<file path="src/rtl/time_counter_pkg.sv">
// Shared types and BCD helpers for the time-of-day counter.
// Used by bcd_mod_counter and time_counter_bcd.
package time_counter_pkg;

    typedef logic [7:0] bcd2_t;

    localparam bcd2_t BCD_ZERO = 8'h00;

    localparam int unsigned DEF_SEC_MOD  = 60;
    localparam int unsigned DEF_MIN_MOD  = 60;
    localparam int unsigned DEF_HOUR_MOD = 24;

    function automatic logic bcd_valid(input bcd2_t v);
        return (v[7:4] <= 4'd9) && (v[3:0] <= 4'd9);
    endfunction

    function automatic logic bcd_lt(input bcd2_t v, input int unsigned m);
        int unsigned b;
        b = 32'(v[7:4]) * 10 + 32'(v[3:0]);
        return b < m;
    endfunction

    function automatic bcd2_t bin2bcd(input int unsigned b);
        return {4'(b / 10), 4'(b % 10)};
    endfunction

    // One modulo-m BCD increment: wraps to zero from the terminal value m-1.
    function automatic bcd2_t bcd_step(input bcd2_t v, input int unsigned m);
        bcd2_t r;
        if (v == bin2bcd(m - 1))
            r = BCD_ZERO;
        else if (v[3:0] == 4'd9)
            r = {v[7:4] + 4'd1, 4'd0};
        else
            r = {v[7:4], v[3:0] + 4'd1};
        return r;
    endfunction

endpackage

</file>
<file path="src/rtl/bcd_mod_counter.sv">
// Two-digit BCD modulo-MOD counter with synchronous load and terminal-count flag.
module bcd_mod_counter
    import time_counter_pkg::*;
#(
    parameter int unsigned MOD = 60
) (
    input  logic  clk,
    input  logic  rst,
    input  logic  inc,
    input  logic  load,
    input  bcd2_t ld_val,
    output bcd2_t val,
    output logic  tc
);

    localparam bcd2_t TC_VAL = bin2bcd(MOD - 1);

    bcd2_t val_q, val_d;

    always_comb begin
        val_d = val_q;
        if (load)
            val_d = ld_val;
        else if (inc)
            val_d = bcd_step(val_q, MOD);
    end

    always_ff @(posedge clk or negedge rst) begin
        if (!rst)
            val_q <= BCD_ZERO;
        else
            val_q <= val_d;
    end

    assign val = val_q;
    assign tc  = (val_q == TC_VAL);

endmodule

</file>
<file path="src/rtl/time_counter_bcd.sv">
// Three-stage BCD time-of-day counter (ss/mm/hh) with load, run/hold and day carry.
// Optional alarm comparator enabled by defining TIME_COUNTER_ALARM_EN.
module time_counter_bcd
    import time_counter_pkg::*;
#(
    parameter int unsigned SEC_MOD  = DEF_SEC_MOD,
    parameter int unsigned MIN_MOD  = DEF_MIN_MOD,
    parameter int unsigned HOUR_MOD = DEF_HOUR_MOD
) (
    input  logic  clk,
    input  logic  rst,
    input  logic  tick,
    input  logic  run,
    input  logic  load,
    input  bcd2_t ld_sec,
    input  bcd2_t ld_min,
    input  bcd2_t ld_hour,
`ifdef TIME_COUNTER_ALARM_EN
    input  logic  alarm_set,
    input  bcd2_t alarm_hour,
    input  bcd2_t alarm_min,
    output logic  alarm_hit,
`endif
    output bcd2_t sec_bcd,
    output bcd2_t min_bcd,
    output bcd2_t hour_bcd,
    output logic  day_pulse,
    output logic  load_err
);

    logic ld_ok, load_go, adv;
    logic sec_tc, min_tc, hour_tc;
    logic day_pulse_q, day_pulse_d;
    logic load_err_q, load_err_d;

    assign ld_ok = bcd_valid(ld_sec)  && bcd_lt(ld_sec, SEC_MOD)
                && bcd_valid(ld_min)  && bcd_lt(ld_min, MIN_MOD)
                && bcd_valid(ld_hour) && bcd_lt(ld_hour, HOUR_MOD);

    // Any load request, valid or not, swallows a coincident tick.
    assign load_go = load && ld_ok;
    assign adv     = tick && run && !load;

    bcd_mod_counter #(.MOD(SEC_MOD)) u_sec (
        .clk(clk), .rst(rst), .inc(adv), .load(load_go),
        .ld_val(ld_sec), .val(sec_bcd), .tc(sec_tc)
    );

    bcd_mod_counter #(.MOD(MIN_MOD)) u_min (
        .clk(clk), .rst(rst), .inc(adv && sec_tc), .load(load_go),
        .ld_val(ld_min), .val(min_bcd), .tc(min_tc)
    );

    bcd_mod_counter #(.MOD(HOUR_MOD)) u_hour (
        .clk(clk), .rst(rst), .inc(adv && sec_tc && min_tc), .load(load_go),
        .ld_val(ld_hour), .val(hour_bcd), .tc(hour_tc)
    );

    assign day_pulse_d = adv && sec_tc && min_tc && hour_tc;

`ifdef TIME_COUNTER_ALARM_EN
    bcd2_t al_hour_q, al_hour_d, al_min_q, al_min_d;
    bcd2_t min_next, hour_next;
    logic  al_ok, alarm_hit_q, alarm_hit_d;

    assign al_ok = bcd_valid(alarm_hour) && bcd_lt(alarm_hour, HOUR_MOD)
                && bcd_valid(alarm_min)  && bcd_lt(alarm_min, MIN_MOD);

    // Time the minute/hour stages take on this tick when seconds wrap to 00.
    assign min_next  = bcd_step(min_bcd, MIN_MOD);
    assign hour_next = min_tc ? bcd_step(hour_bcd, HOUR_MOD) : hour_bcd;

    always_comb begin
        al_hour_d   = al_hour_q;
        al_min_d    = al_min_q;
        alarm_hit_d = adv && sec_tc && (min_next == al_min_q) && (hour_next == al_hour_q);
        load_err_d  = (load && !ld_ok) || (alarm_set && !al_ok);
        if (alarm_set && al_ok) begin
            al_hour_d = alarm_hour;
            al_min_d  = alarm_min;
        end
    end

    always_ff @(posedge clk or negedge rst) begin
        if (!rst) begin
            al_hour_q   <= BCD_ZERO;
            al_min_q    <= BCD_ZERO;
            alarm_hit_q <= 1'b0;
        end else begin
            al_hour_q   <= al_hour_d;
            al_min_q    <= al_min_d;
            alarm_hit_q <= alarm_hit_d;
        end
    end

    assign alarm_hit = alarm_hit_q;
`else
    assign load_err_d = load && !ld_ok;
`endif

    always_ff @(posedge clk or negedge rst) begin
        if (!rst) begin
            day_pulse_q <= 1'b0;
            load_err_q  <= 1'b0;
        end else begin
            day_pulse_q <= day_pulse_d;
            load_err_q  <= load_err_d;
        end
    end

    assign day_pulse = day_pulse_q;
    assign load_err  = load_err_q;

endmodule

</file>
<file path="config.mk">
export PLATFORM = sky130hd
export DESIGN_NAME = time_counter_bcd
export DESIGN_NICKNAME = d
export VERILOG_FILES = /design/src/rtl/time_counter_pkg.sv /design/src/rtl/bcd_mod_counter.sv /design/src/rtl/time_counter_bcd.sv
export SDC_FILE = /design/constraint.sdc
export NUM_CORES = 1
export LEC_CHECK = 0
export ABC_AREA = 1
export CAP_MARGIN = 10
export CORE_UTILIZATION = 45
export DETAILED_ROUTE_END_ITERATION = 16
export GPL_ROUTABILITY_DRIVEN = 0
export PLACE_DENSITY_LB_ADDON = 0.25
export SETUP_SLACK_MARGIN = 0.2
export SYNTH_ARGS = -nofsm -noshare
export SYNTH_HDL_FRONTEND = slang
export SYNTH_SLANG_ARGS = --single-unit
</file>
<file path="constraint.sdc">
create_clock -name clk -period 1.8 [get_ports clk]
set_input_delay 0.18 -clock clk [delete_from_list [all_inputs] [get_ports clk]]
set_output_delay 0.18 -clock clk [all_outputs]
set_load 0.01 [all_outputs]
</file>
==> key figures <==
Drt
  – Via density per instance: 5.23
  – Number of optimization iterations in the first detailed-route pass: 4
  – DRC errors left: 0
  – Total Routed Length: about 8300 um
  – Number of DRC markers after the initial detailed-route iteration: 252
  – Average detailed-routed wire length per instance: 14.1 um
  – Antenna-violating nets left: 0
  – Overall via count from detail_route: approximately 3.1k

Outcome
  – Status: finished, violations left
  – Violations in the final reports: setup timing

Setup path
  – Critical Setup Path Class: input port to flop
  – R2r startpoint: u_sec.val[1]
  – Type of element capturing the critical path: flop
  – Critical path launch point: ld_min[1]
  – Worst Path Arrival: roughly 2.6 ns
  – CP peak stage delay: about 0.42 ns
  – Crit Reg-Reg Endpoint: u_hour.val[3]
  – Reg-to-reg setup timing slack: -0.05 ns
  – Top fanout value on the critical path: 7
  – Required time worst endpoint: 2.00 ns
  – Capturing instance or port of the critical path: u_sec.val[1]
  – Worst setup SP type: input port
  – Slowest library cell on the worst path: clkdlybuf4s50_1
  – Depth of the most critical reg-to-reg path: 14
  – Cell-by-cell listing of the critical path: clkdlybuf4s50_1 -> nand2_1 -> inv_1 -> fa_2 -> or2_2 -> nand3_1 -> nor2_1 -> nand3_1 -> nand3_2 -> buf_6 -> buf_6 -> nor3_4 -> buf_4 -> buf_6 -> nand2_1 -> nand3_1

Job
  – Max-capacitance violation count: 0

CTS
  – Clock buffers created by TritonCTS: 3
  – H-tree levels: 1
  – Clock Pin Slew Worst Setup and Hold Paths: about 0.10 ns
  – # clock sinks: 26
  – Clock tree from TritonCTS: done
  – Clock root buffer: clkbuf_8
  – Worst-Skew Late Latency: around 0.27 ns
  – Max clock buf depth: 2

Global routing
  – GRT Total Usage: a little over a quarter
  – Maximum number of pins on one net before global-route repair: 27
  – Number of global-route vias before repair: 2936
  – First-pass GRT wire length: approximately 13000 um
  – Overflow left after global routing: 0
  – Antenna violations before repair: 0

Final layout
  – Nets: 580
  – Storage cell area: between 600 and 700 um^2
  – Filler Cells Inserted: ~400
  – Area used by multi-input combinational logic: around 2100 um^2
  – Diodes inserted: 0
  – Area Growth Syn to Fin: 57.2%
  – Fraction of layout instances using a drive strength above 1: between 30% and 40%
  – Core utilization of the finished layout: 74.3%

Power and ir drop
  – Cell Pwr Density: about 490 nW/um^2
  – Cell leakage power: between 2 and 2.5 nW
  – Peak supply drop: slightly above 0.0004 V
  – Overall power consumption: between 2 and 2.5 mW

Yosys
  – Synth warn: 0
  – Portion of synthesized cell area occupied by the leading cell type: between 20 and 25%
  – Number of enable-type register cells in the synthesized netlist: 0
  – Cell area after synthesis: 2650 um^2
  – Synth unique cells: 31
  – Synth Area per Inst: about 6.7 um^2
  – Cell type with the highest aggregate area in the netlist: dfrtp_1
  – Net count after synthesis: around 460
  – Gate Count Post-Synth: slightly below 400
  – Cell with the most instances after synthesis: nand2_1
  – Share of async-settable or async-resettable flops after synthesis: 100%
  – Flip-flop and latch count after synthesis: 26
  – Most common flop cell mapped by yosys: dfrtp_1
  – Cells taking the most area after synthesis: dfrtp_1 (25%), nand2_1 (18%), ha_1 (13%)
  – Commonest cells post-synth: nand2_1 (126), inv_1 (48), nand3_1 (39)
  – Share of the yosys chip area belonging to registers: around a quarter

Worst hold path
  – Class of the tightest hold or removal check: input port to flop
  – Hold Path Depth: 3

Floorplanning
  – Core area: 5610 um^2
  – Core Rows: 27
  – Num ports: 55
  – DIE AREA: slightly above 6000 um^2
  – Die span in x: between 70 and 80 um
  – Height of the chip: between 70 and 80 um
  – Starting Density: 47.3%

Placement
  – Final HPWL DP: between 5000 and 6000 um
  – Number of input and output port buffers inserted: between 50 and 60

Timing
  – Worst hold margin: around 0.27 ns
  – Largest clock skew in the final design: ~0.0064 ns
  – Number of hold violations in the final report: 0
  – Setup repair after global routing missed its margin: true
  – Slew at the pin closest to its max-slew limit: about 0.40 ns
  – Fin worst setup slack: -0.608 ns
  – Setup TNS: -13.01 ns
  – Final Cycle Share: 134%
  – Fin crit period: between 2 and 2.5 ns
  – Fmax: ~0.42 GHz
  – Number of pins exceeding their max-slew limit in the final report: 0
  – Finish-stage setup viols: 25
  – Slew margin rel.: about three quarters
cell usage in the layout (no fill, tap or decap), types with 2 or more instances in the layout:
cell type,netlist,routed
a21oi_1,2,2
fa_1,5,2
fa_2,0,3
nand2_8,0,2
buf_6,2,8
clkbuf_8,0,3
inv_2,2,5
o21ai_1,12,9
xnor2_1,2,2
nand2_2,3,12
nand2_1,126,111
nor2_2,2,8
buf_2,1,7
clkdlybuf4s15_2,0,3
xor2_1,11,11
buf_4,1,60
o21ai_2,2,9
ha_4,0,10
nand4_1,9,9
o211ai_1,2,2
clkdlybuf4s50_1,0,41
o21ai_0,15,10
nand2_4,2,7
ha_1,28,18
or2_2,6,6
inv_1,48,44
dfrtp_1,26,26
nand3_2,3,10
nand3_1,39,32
nor2_1,37,31
worst min path at each step:
stage	start	slack (ns)	endpoint
final	ld_min[4]	0.27	u_min.val[4]
after global routing	ld_min[4]	0.28	u_min.val[4]
after detailed placement	u_sec.val[7]	0.52	u_sec.val[7]
after floorplan	rst	-0.12	day_pulse
after global placement	u_sec.val[7]	0.50	u_sec.val[7]
after CTS	ld_min[4]	0.25	u_min.val[4]
metal layers:
| metal | GRT usage (%) | up-vias | share of wire, % |
|---|---|---|---|
| li1 | - | 1510 | - |
| met1 | 33.2 | 1416 | 42 |
| met2 | 48.3 | 125 | 50 |
| met3 | 1.03 | 23 | 5.5 |
| met4 | 7.78 | 0 | 2.5 |
| met5 | 0 | - | 0 |
logic make-up (layout without fill, tap and decap cells):
group | count (synthesis) | count (layout) | synth area share, %
xor+xnor | 13 | 13 | 4.29
compound gates | 35 | 35 | 7.31
simple gates | 231 | 232 | 38.3
buf+inv | 55 | 177 | 8.54
fa+ha+maj | 33 | 33 | 17.0
flops | 26 | 26 | 24.5
per-stage QoR:
step,std cells,setup WS (ns),instance area [um^2]
5_1_grt,588,-0.754,4170
3_3_place_gp,569,-1.17,3740
2_1_floorplan,393,-0.578,2730
6_report,588,-0.608,4170
3_5_place_dp,569,-1.22,3740
4_1_cts,582,-0.556,4000
registers in the layout (all words and copies together) (netlist names):
signal and cells:
load_err 1, day_pulse 1, u_min.val 8, u_hour.val 8, u_sec.val 8
cell type report:
| cell class | instances | share of cell area [%] |
|---|---|---|
| sequential | 26 | 15.6 |
| inverter | 51 | 4.65 |
| timing repair buffer | 123 | 26.3 |
| tap | 72 | 2.16 |
| clock buffer | 3 | 0.990 |
| multi-input combinational | 313 | 50.3 |
worst max-delay path, delay by kind of cell:
kind	cells	cell delay, ns
adders and majority gates	1	0.35
buffers and inverters	6	0.97
and+or+nand+nor	9	1.10
timing repair:
item / CTS / global route
hold buffers: 0 / 0
pin swaps: 37 / 20
setup buffers: 8 / 6
gates cloned: 2 / 0
gates resized for setup: 80 / 38
setup endpoints to repair: 25 / 26
where the power goes:
group / switching, mW / total [mW] / internal (mW)
Sequential: 0.0570 / 0.696 / 0.639
Clock: 0.198 / 0.349 / 0.150
Combinational: 0.483 / 0.986 / 0.503
Total: 0.738 / 2.03 / 1.29
Note: power is estimated with default switching activity, not from simulation.
